<file path="src/rtl/button_pulser_bank.sv">
// button_pulser_bank: per-channel synchronise, debounce, single-step pulse and auto-repeat
module button_pulser_bank #(
    parameter int CHANNELS        = 4,
    parameter int DEBOUNCE_CYCLES = 50000,
    parameter int REPEAT_DELAY    = 25000000,
    parameter int REPEAT_PERIOD   = 5000000
) (
    input  logic                clk,
    input  logic                reset,
    input  logic [CHANNELS-1:0] button,
    input  logic [CHANNELS-1:0] repeat_en,
    output logic [CHANNELS-1:0] level,
    output logic [CHANNELS-1:0] one_clock_pulse,
    output logic                any_pulse
);
    localparam int DW = $clog2(DEBOUNCE_CYCLES + 1);
    localparam int RMAX = (REPEAT_DELAY > REPEAT_PERIOD) ? REPEAT_DELAY : REPEAT_PERIOD;
    localparam int RW = $clog2(RMAX + 1);
    localparam logic [DW-1:0] DB_LAST = DW'(DEBOUNCE_CYCLES - 1);
    localparam logic [RW-1:0] DLY = RW'(REPEAT_DELAY);
    localparam logic [RW-1:0] PER = RW'(REPEAT_PERIOD);

    typedef enum logic [1:0] {IDLE, HELD, REPEAT} state_t;

    for (genvar i = 0; i < CHANNELS; i++) begin : g_ch
        logic          sync1_q, sync2_q, level_q, level_d, pulse_q, pulse_d;
        logic [DW-1:0] db_cnt_q, db_cnt_d;
        logic [RW-1:0] rep_cnt_q, rep_cnt_d, rep_inc;
        state_t        state_q, state_d;

        assign rep_inc = rep_cnt_q + 1'b1;

        // Debounce: count cycles the synchronised input disagrees with level; toggle on the last one
        always_comb begin
            level_d  = level_q;
            db_cnt_d = '0;
            if (sync2_q != level_q) begin
                if (db_cnt_q == DB_LAST) level_d = ~level_q;
                else db_cnt_d = db_cnt_q + 1'b1;
            end
        end

        // Step/repeat FSM; next level is used so the pulse registers on the same edge level rises
        always_comb begin
            state_d   = state_q;
            rep_cnt_d = rep_cnt_q;
            pulse_d   = 1'b0;
            case (state_q)
                IDLE: begin
                    if (level_d && !level_q) begin
                        pulse_d   = 1'b1;
                        state_d   = HELD;
                        rep_cnt_d = '0;
                    end
                end
                default: begin
                    if (!level_d) begin
                        state_d   = IDLE;
                        rep_cnt_d = '0;
                    end else if (repeat_en[i]) begin
                        if (rep_inc == ((state_q == HELD) ? DLY : PER)) begin
                            pulse_d   = 1'b1;
                            rep_cnt_d = '0;
                            state_d   = REPEAT;
                        end else begin
                            rep_cnt_d = rep_inc;
                        end
                    end
                end
            endcase
        end

        // All per-channel state, cleared asynchronously
        always_ff @(posedge clk or posedge reset) begin
            if (reset) begin
                sync1_q   <= 1'b0;
                sync2_q   <= 1'b0;
                level_q   <= 1'b0;
                db_cnt_q  <= '0;
                state_q   <= IDLE;
                rep_cnt_q <= '0;
                pulse_q   <= 1'b0;
            end else begin
                sync1_q   <= button[i];
                sync2_q   <= sync1_q;
                level_q   <= level_d;
                db_cnt_q  <= db_cnt_d;
                state_q   <= state_d;
                rep_cnt_q <= rep_cnt_d;
                pulse_q   <= pulse_d;
            end
        end

        assign level[i]           = level_q;
        assign one_clock_pulse[i] = pulse_q;
    end

    assign any_pulse = |one_clock_pulse;
endmodule
</file>
<file path="config.mk">
export PLATFORM = sky130hd
export DESIGN_NAME = button_pulser_bank
export DESIGN_NICKNAME = d
export VERILOG_FILES = /design/src/rtl/button_pulser_bank.sv
export SDC_FILE = /design/constraint.sdc
export NUM_CORES = 1
export LEC_CHECK = 0
export ABC_AREA = 1
export CORE_MARGIN = 3
export CORE_UTILIZATION = 68
export CTS_BUF_LIST = sky130_fd_sc_hd__clkbuf_4 sky130_fd_sc_hd__clkbuf_8
export CTS_CLUSTER_DIAMETER = 30
export DETAILED_ROUTE_END_ITERATION = 7
export GPL_TIMING_DRIVEN = 0
export PLACE_DENSITY = 0.86
export SLEW_MARGIN = 20
export SYNTH_ARGS = -nofsm -noshare
export SYNTH_HDL_FRONTEND = slang
export SYNTH_SLANG_ARGS = --single-unit
</file>
<file path="constraint.sdc">
create_clock -name clk -period 9.7 [get_ports clk]
set_clock_uncertainty 0.15 [all_clocks]
set_input_delay 0.97 -clock clk [delete_from_list [all_inputs] [get_ports clk]]
set_output_delay 0.97 -clock clk [all_outputs]
set_load 0.01 [all_outputs]
</file>
==> results of run 1 <==
==> flip-flops by register name (all words and copies together) (netlist names) <==
signal          cells
g_ch.rep_cnt_q    100
g_ch.level_q        4
g_ch.pulse_q        4
g_ch.db_cnt_q      64
g_ch.sync2_q        4
g_ch.sync1_q        4
g_ch.state_q        8
==> per-stage QoR <==
step	utilization (%)	total power, mW	setup WS (ns)
floorplan	-	0.831	3.47
global placement	73.5	0.842	1.13
detailed placement	73.7	0.845	6.86
CTS	76.3	1.39	6.68
global route	76.3	1.42	6.61
finish	76.3	1.38	6.71
==> cells by family after synthesis <==
| kind of cell | after synthesis | synth area share [%] |
|---|---|---|
| and+or+nand+nor | 969 | 36.9 |
| buffers and inverters | 262 | 9.36 |
| DFF | 188 | 41.3 |
| AOI/OAI and AO/OA | 168 | 8.37 |
| xor gates and xnor gates | 42 | 3.23 |
| adders and majority gates | 8 | 0.879 |
==> final cells by class <==
type	instances	area share [%]
multi-input combinational	1187	45.7
clock inverter	13	1.24
clock buffer	19	2.13
buffer	30	1.59
inverter	232	7.15
tap	216	2.20
sequential	188	38.3
timing repair buffer	19	1.69
==> layout by cell type, fill, tap and decap left out, drive strengths merged, types with 18 or more instances in the layout <==
| cell type | Yosys | final |
|---|---|---|
| a21oi | 24 | 24 |
| buf | 21 | 22 |
| clkbuf | 9 | 28 |
| clkdlybuf4s50 | 0 | 18 |
| dfrtp | 188 | 188 |
| inv | 228 | 234 |
| nand2 | 478 | 478 |
| nand3 | 154 | 154 |
| nand4 | 49 | 49 |
| nor2 | 229 | 229 |
| nor3 | 31 | 31 |
| o21ai | 105 | 105 |
| xor2 | 29 | 29 |
==> how the worst max path moves through the flow <==
| stage | endpoint | start | cells after the start | slack, ns |
|---|---|---|---|---|
| 6_report | any_pulse | g_ch[3].pulse_q | 2 | 6.71 |
| 5_1_grt | g_ch[0].rep_cnt_q[8] | g_ch[0].rep_cnt_q[1] | 18 | 6.61 |
| 4_1_cts | any_pulse | g_ch[3].pulse_q | 2 | 6.68 |
| 3_5_place_dp | g_ch[2].rep_cnt_q[7] | repeat_en[2] | 7 | 6.86 |
| 3_3_place_gp | g_ch[3].db_cnt_q[9] | reset | 2 | 1.13 |
| 2_1_floorplan | g_ch[0].db_cnt_q[0] | reset | 1 | 3.47 |
==> routing by layer <==
metal,GRT usage (%),up-vias
li1,-,5337
met1,41.4,4934
met2,48.6,312
met3,4.79,39
met4,8.90,0
met5,0,-
==> critical path, stage by stage, from the launching register on <==
cell	delay [ns]
dfrtp_1	0.43
or4_1	0.49
clkdlybuf4s50_1	0.49
==> power groups by stage <==
stage / Sequential, mW / Combinational [mW] / Clock, mW
final: 0.793 / 0.0352 / 0.547
after detailed placement: 0.808 / 0.0368 / 0
after floorplan: 0.808 / 0.0233 / 0
after global placement: 0.809 / 0.0338 / 0
after CTS: 0.793 / 0.0368 / 0.557
after global routing: 0.794 / 0.0411 / 0.590
==> cell usage after synthesis, drive strengths merged <==
cell	number
nand2	478
nor2	229
inv	228
dfrtp	188
nand3	154
o21ai	105
nand4	49
nor3	31
xor2	29
a21oi	24
buf	21
o22ai	13
xnor2	13
nor3b	12
clkbuf	9
a211oi	8
ha	8
o21a	8
clkinv	4
nor4	4
or2	4
a221oi	3
a31oi	3
and3	3
nand3b	3
o21bai	2
and2	1
o31ai	1
o41ai	1
or4	1
==> results.py, run 1 <==
metrics = {
    "floorplan": {
        "die_w_um": 135,
        "die_h_um": 135,
        "std_cell_rows": 46,
        "initial_core_util_pct": 70.7,
        "die_area_mm2": 0.0183,
        "core_mm2": 0.0161,
        "io_pins": 19,
    },
    "clock_tree": {
        "cts_setup_buffers": 0,
        "hold_buffers": 0,
        "clkSlewWorstSetupHoldPaths_ns": 0.10,
        "cts.path.max_buffers": 2,
        "clockRootBuffer": "clkbuf_8",
        "cts_num_sinks": 188,
        "cts_buffers": 17,
        "cts_tree": "built",
        "htreeDepth": 4,
        "clkLatencyLatePin_ns": 0.47,
        "cts_resized": 0,
    },
    "grt": {
        "first_global_vias": 9917,
        "grt_overflow": 0,
        "grt_use_total_pct": 29.8,
        "antenna_found_initial": 0,
        "grt_max_degree": 109,
        "grt_pass1_wl_um": 45000,
    },
    "finish": {
        "antenna_cells": 0,
        "fin_area_mm2": 0.0123,
        "stdcell_count": 1904,
        "area.sequential_mm2": 0.00470,
        "final_nets": 1693,
        "multi_input_comb_area_mm2": 0.00562,
        "n_fill_cell": 1212,
        "syn2layout_area_growth_pct": 7.90,
        "drive_above_1_share_pct": 6.22,
    },
    "sta": {
        "slew_viol_final": 0,
        "worst_pin_slew_ns": 0.616,
        "timing.final.crit_share_pct": 30.9,
        "finalHoldViolCount": 0,
        "rsz0062_at_grt": "false",
        "relSlewSlack_pct": 58.9,
        "setup_tns_ns": 0,
        "setup_viol": 0,
        "holdWs_ns": 0.206,
        "max_freq_mhz": 334,
        "layout_min_cycle_time_ns": 2.99,
    },
    "pwr": {
        "p_sw_share_pct": 23.8,
        "clkPwrFrac_pct": 39.8,
        "power.switching_mw": 0.327,
        "p_int_mw": 1.05,
        "combPwrFrac_pct": 2.6,
        "powerDensity_mw_per_mm2": 112,
        "seq_power_share_pct": 57.7,
        "peakVddDrop_mv": 0.127,
        "p_leak_nw": 5.57,
    },
    "critical_path": {
        "reg2reg_slack_ns": 6.86,
        "start_kind": "flop",
        "r2r_end": "g_ch[0].rep_cnt_q[8]",
        "worst_r2r_path_depth": 18,
        "path_class": "reg2out",
        "critPathCaptureType": "primary output",
        "path_max_fanout": 2,
        "crit_arrival_ns": 1.87,
        "cp.required_ns": 8.58,
        "regToRegStartpoint": "g_ch[0].rep_cnt_q[1]",
    },
    "drt": {
        "top_layer_used": "met4",
        "antenna_left": 0,
        "vias": 10600,
        "drt-initial-drc-count": 1063,
        "drc": 0,
        "met1_length_um": 12000,
        "viasPerCell": 5.58,
        "drt-wirelength-per-cell_um": 13.8,
        "wl_met2_um": 12400,
        "firstDrtPassIters": 6,
        "routed_wl_um": 26300,
        "met3_length_um": 1480,
    },
    "placement": {
        "dpl-instance-area_mm2": 0.0119,
        "port_buffers": 18,
        "dp_hpwl_um": 19300,
        "gp_routability_congestion": 0.942,
        "dp.cells": 1872,
    },
    "outcome": {
        "status": "finished clean",
    },
    "logic_synthesis": {
        "yosys-top-cells-area": "dfrtp_1 41%, nand2_1 16%, inv_1 7.1%",
        "synth_top_area_share_pct": 41.3,
        "syn_nets": 1655,
        "ys_types": 44,
        "synth_seq_cells": 188,
        "syn_area_mm2": 0.0114,
        "ys_seq_area_share_pct": 41.3,
        "syn_inst": 1637,
        "yosys.area.top_type": "dfrtp_1",
        "yosysWarnings": 0,
        "postSynthAreaPerCell_um2": 6.96,
    },
    "hold_path": {
        "worstHoldPathCells": 0,
        "holdPathEnd": "g_ch[3].sync2_q",
        "hold_class": "reg2reg",
        "hp-start": "g_ch[3].sync1_q",
    },
    "run": {
        "cap_violations": 0,
    },
}
Power figures use the tool's default switching activity.
==> inputs of run 2 (changes only) <==
--- a/config.mk
+++ b/config.mk
@@ -7,12 +7,12 @@
 export LEC_CHECK = 0
 export ABC_AREA = 1
 export CORE_MARGIN = 3
-export CORE_UTILIZATION = 68
+export CORE_UTILIZATION = 59
 export CTS_BUF_LIST = sky130_fd_sc_hd__clkbuf_4 sky130_fd_sc_hd__clkbuf_8
 export CTS_CLUSTER_DIAMETER = 30
 export DETAILED_ROUTE_END_ITERATION = 7
 export GPL_TIMING_DRIVEN = 0
-export PLACE_DENSITY = 0.86
+export PLACE_DENSITY = 0.79
 export SLEW_MARGIN = 20
 export SYNTH_ARGS = -nofsm -noshare
 export SYNTH_HDL_FRONTEND = slang
==> constraint.sdc (replaced) <==
create_clock -name clk -period 2.7 [get_ports clk]
set_clock_uncertainty 0.15 [all_clocks]
set_input_delay 0.27 -clock clk [delete_from_list [all_inputs] [get_ports clk]]
set_output_delay 0.27 -clock clk [all_outputs]
set_load 0.01 [all_outputs]
==> run 2 against run 1 <==
Against the previous run: critical path depth up 13; worst setup slack got worse by 6.6 ns; sequential share of layout area fell by 1.4 points; global-route usage is 4.6 points lower; cell area increased by 3.7%; via count increased by 0.31%; combinational power grew to 4.1 times the previous value; core utilization fell by 8.6 points; die area rose by 15%; first-iteration DRC count fell by 21%; clock power grew to 3.5 times the previous value; register-to-register slack worse by 6.7 ns; largest power group unchanged.
==> results.py, run 2 (synthesized netlist as in run 1, its figures left out) <==
metrics = {
    "outcome": {
        "status": "finished clean",
    },
    "pwr": {
        "combPwrFrac_pct": 2.9,
        "peakVddDrop_mv": 0.284,
        "clkPwrFrac_pct": 39.0,
        "p_sw_share_pct": 23.6,
        "p_int_mw": 3.75,
        "powerDensity_mw_per_mm2": 385,
        "p_leak_nw": 5.69,
        "seq_power_share_pct": 58.1,
        "power.switching_mw": 1.16,
    },
    "sta": {
        "relSlewSlack_pct": 59.2,
        "setup_slack_ns": 0.114,
        "max_freq_mhz": 387,
        "worst_pin_slew_ns": 0.609,
        "timing.final.crit_share_pct": 95.8,
        "layout_min_cycle_time_ns": 2.59,
        "finalHoldViolCount": 0,
        "slew_viol_final": 0,
        "setup_viol": 0,
    },
    "clock_tree": {
        "hold_buffers": 0,
        "cts_tree": "built",
        "clkSlewWorstSetupHoldPaths_ns": 0.10,
        "clkLatencyLatePin_ns": 0.48,
        "cts_num_sinks": 188,
        "clockRootBuffer": "clkbuf_8",
        "cts.path.max_buffers": 2,
        "htreeDepth": 4,
        "cts_buffers": 17,
    },
    "finish": {
        "top_regs": "g_ch.rep_cnt_q (100), g_ch.db_cnt_q (64), g_ch.state_q (8)",
        "antenna_cells": 0,
        "largest_reg_flops": 100,
        "largest_register": "g_ch.rep_cnt_q",
        "syn2layout_area_growth_pct": 11.9,
        "mostFrequentLayoutCells": "462 x nand2_1, 212 x inv_1, 199 x nor2_1",
        "final_nets": 1713,
        "fin_util_pct": 67.7,
        "final_common_cell": "nand2_1",
        "drive_above_1_share_pct": 9.37,
    },
    "critical_path": {
        "crit_arrival_ns": 2.78,
        "path_max_fanout": 5,
        "worst_r2r_path_depth": 15,
        "regToRegStartpoint": "g_ch[2].rep_cnt_q[0]",
        "cp.required_ns": 2.90,
        "slowest_stage": "dfrtp_2",
        "r2r_end": "g_ch[2].rep_cnt_q[7]",
        "path_class": "reg2reg",
        "start_kind": "flop",
        "crit_path_max_incr_delay_ns": 0.43,
        "crit_chain": "ha_4 > nand2_2 > nor2_4 > nand2_2 > nor2_1 > nand3_1 > nand2_1 > nand4_1 > nor2_1 > nand3_2 > nand2_4 > nor2_4 > buf_4 > nand3_1 > o21ai_0",
        "critPathCaptureType": "flop",
        "reg2reg_slack_ns": 0.11,
    },
    "drt": {
        "drc": 0,
        "antenna_left": 0,
        "drt-wirelength-per-cell_um": 13.5,
        "vias": 10700,
        "routed_wl_um": 26500,
        "firstDrtPassIters": 6,
        "drt-initial-drc-count": 838,
        "viasPerCell": 5.42,
    },
    "floorplan": {
        "initial_core_util_pct": 60.5,
        "core_mm2": 0.0188,
        "std_cell_rows": 50,
        "die_h_um": 145,
        "io_pins": 19,
        "die_w_um": 145,
        "die_area_mm2": 0.0210,
    },
    "grt": {
        "grt_use_total_pct": 25.1,
        "first_global_vias": 9943,
        "antenna_found_initial": 0,
        "grt_pass1_wl_um": 45100,
        "grt_overflow": 0,
        "grt_max_degree": 35,
    },
    "placement": {
        "dp_hpwl_um": 19600,
        "port_buffers": 18,
        "post-place-ws_ns": -0.0144,
        "gp_routability_congestion": 0.925,
    },
    "hold_path": {
        "hold_class": "in2async",
    },
    "run": {
        "cap_violations": 0,
    },
}
==> run 2: timing repair <==
action                     4_1_cts  5_1_grt
gates resized for setup          3       55
setup endpoints to repair       12      103
cloned                           0        1
pin swaps                        0       13
hold endpoints to repair         0        0
setup buffers                    0       14
==> run 2: power by group through the flow <==
stage | clock (mW) | sequential (mW) | combinational [mW]
after floorplan | 0 | 2.90 | 0.0843
after global placement | 0 | 2.90 | 0.124
after detailed placement | 0 | 2.90 | 0.149
after CTS | 1.95 | 2.85 | 0.149
after global routing | 2.07 | 2.85 | 0.166
final | 1.91 | 2.85 | 0.143
==> run 2: worst max-delay path, delay by kind of cell, from the launching register on <==
family / cells / cell delay, ns
DFF: 1 / 0.43
and+or+nand+nor: 12 / 1.43
AOI/OAI and AO/OA: 1 / 0.11
adders and majority gates: 1 / 0.16
buffers and inverters: 1 / 0.15
==> run 2: layout make-up <==
class	count	area, um^2
buffer	30	208
clock buffer	19	255
clock inverter	12	136
fill	1597	6080
inverter	232	875
multi-input combinational	1187	5810
sequential	188	4710
tap	260	325
timing repair buffer	39	430
==> run 2: stage by stage <==
stage | cell area (um^2) | power (mW) | cells | hold WS (ns) | setup TNS (ns)
2_1_floorplan | 11400 | 2.99 | 1637 | 0.151 | -26.41
3_3_place_gp | 11900 | 3.03 | 1915 | 0.183 | -317.36
3_5_place_dp | 12000 | 3.05 | 1921 | 0.191 | -0.0289
4_1_cts | 12400 | 4.95 | 1952 | 0.000450 | 0
5_1_grt | 12700 | 5.09 | 1967 | 0.0146 | -0.198
6_report | 12700 | 4.90 | 1967 | 0.00333 | 0
==> run 2: how the worst max path moves through the flow <==
stage / start / end / slack (ns) / cells after the start
floorplan: reset / g_ch[0].db_cnt_q[0] / -0.14 / 1
global placement: reset / g_ch[2].db_cnt_q[14] / -1.70 / 2
detailed placement: g_ch[0].db_cnt_q[0] / g_ch[0].rep_cnt_q[6] / -0.01 / 11
CTS: g_ch[1].rep_cnt_q[0] / g_ch[1].rep_cnt_q[21] / 0.005 / 15
global route: g_ch[1].rep_cnt_q[0] / g_ch[1].state_q[1] / -0.05 / 17
finish: g_ch[2].rep_cnt_q[0] / g_ch[2].rep_cnt_q[7] / 0.11 / 15
==> run 2: metal layers <==
layer	vias to the layer above	share of wire (%)	GRT usage, %
li1	5377	-	-
met1	4954	45	34.2
met2	280	48	41.5
met3	44	5.1	4.47
met4	0	1.9	7.22
met5	-	0	0
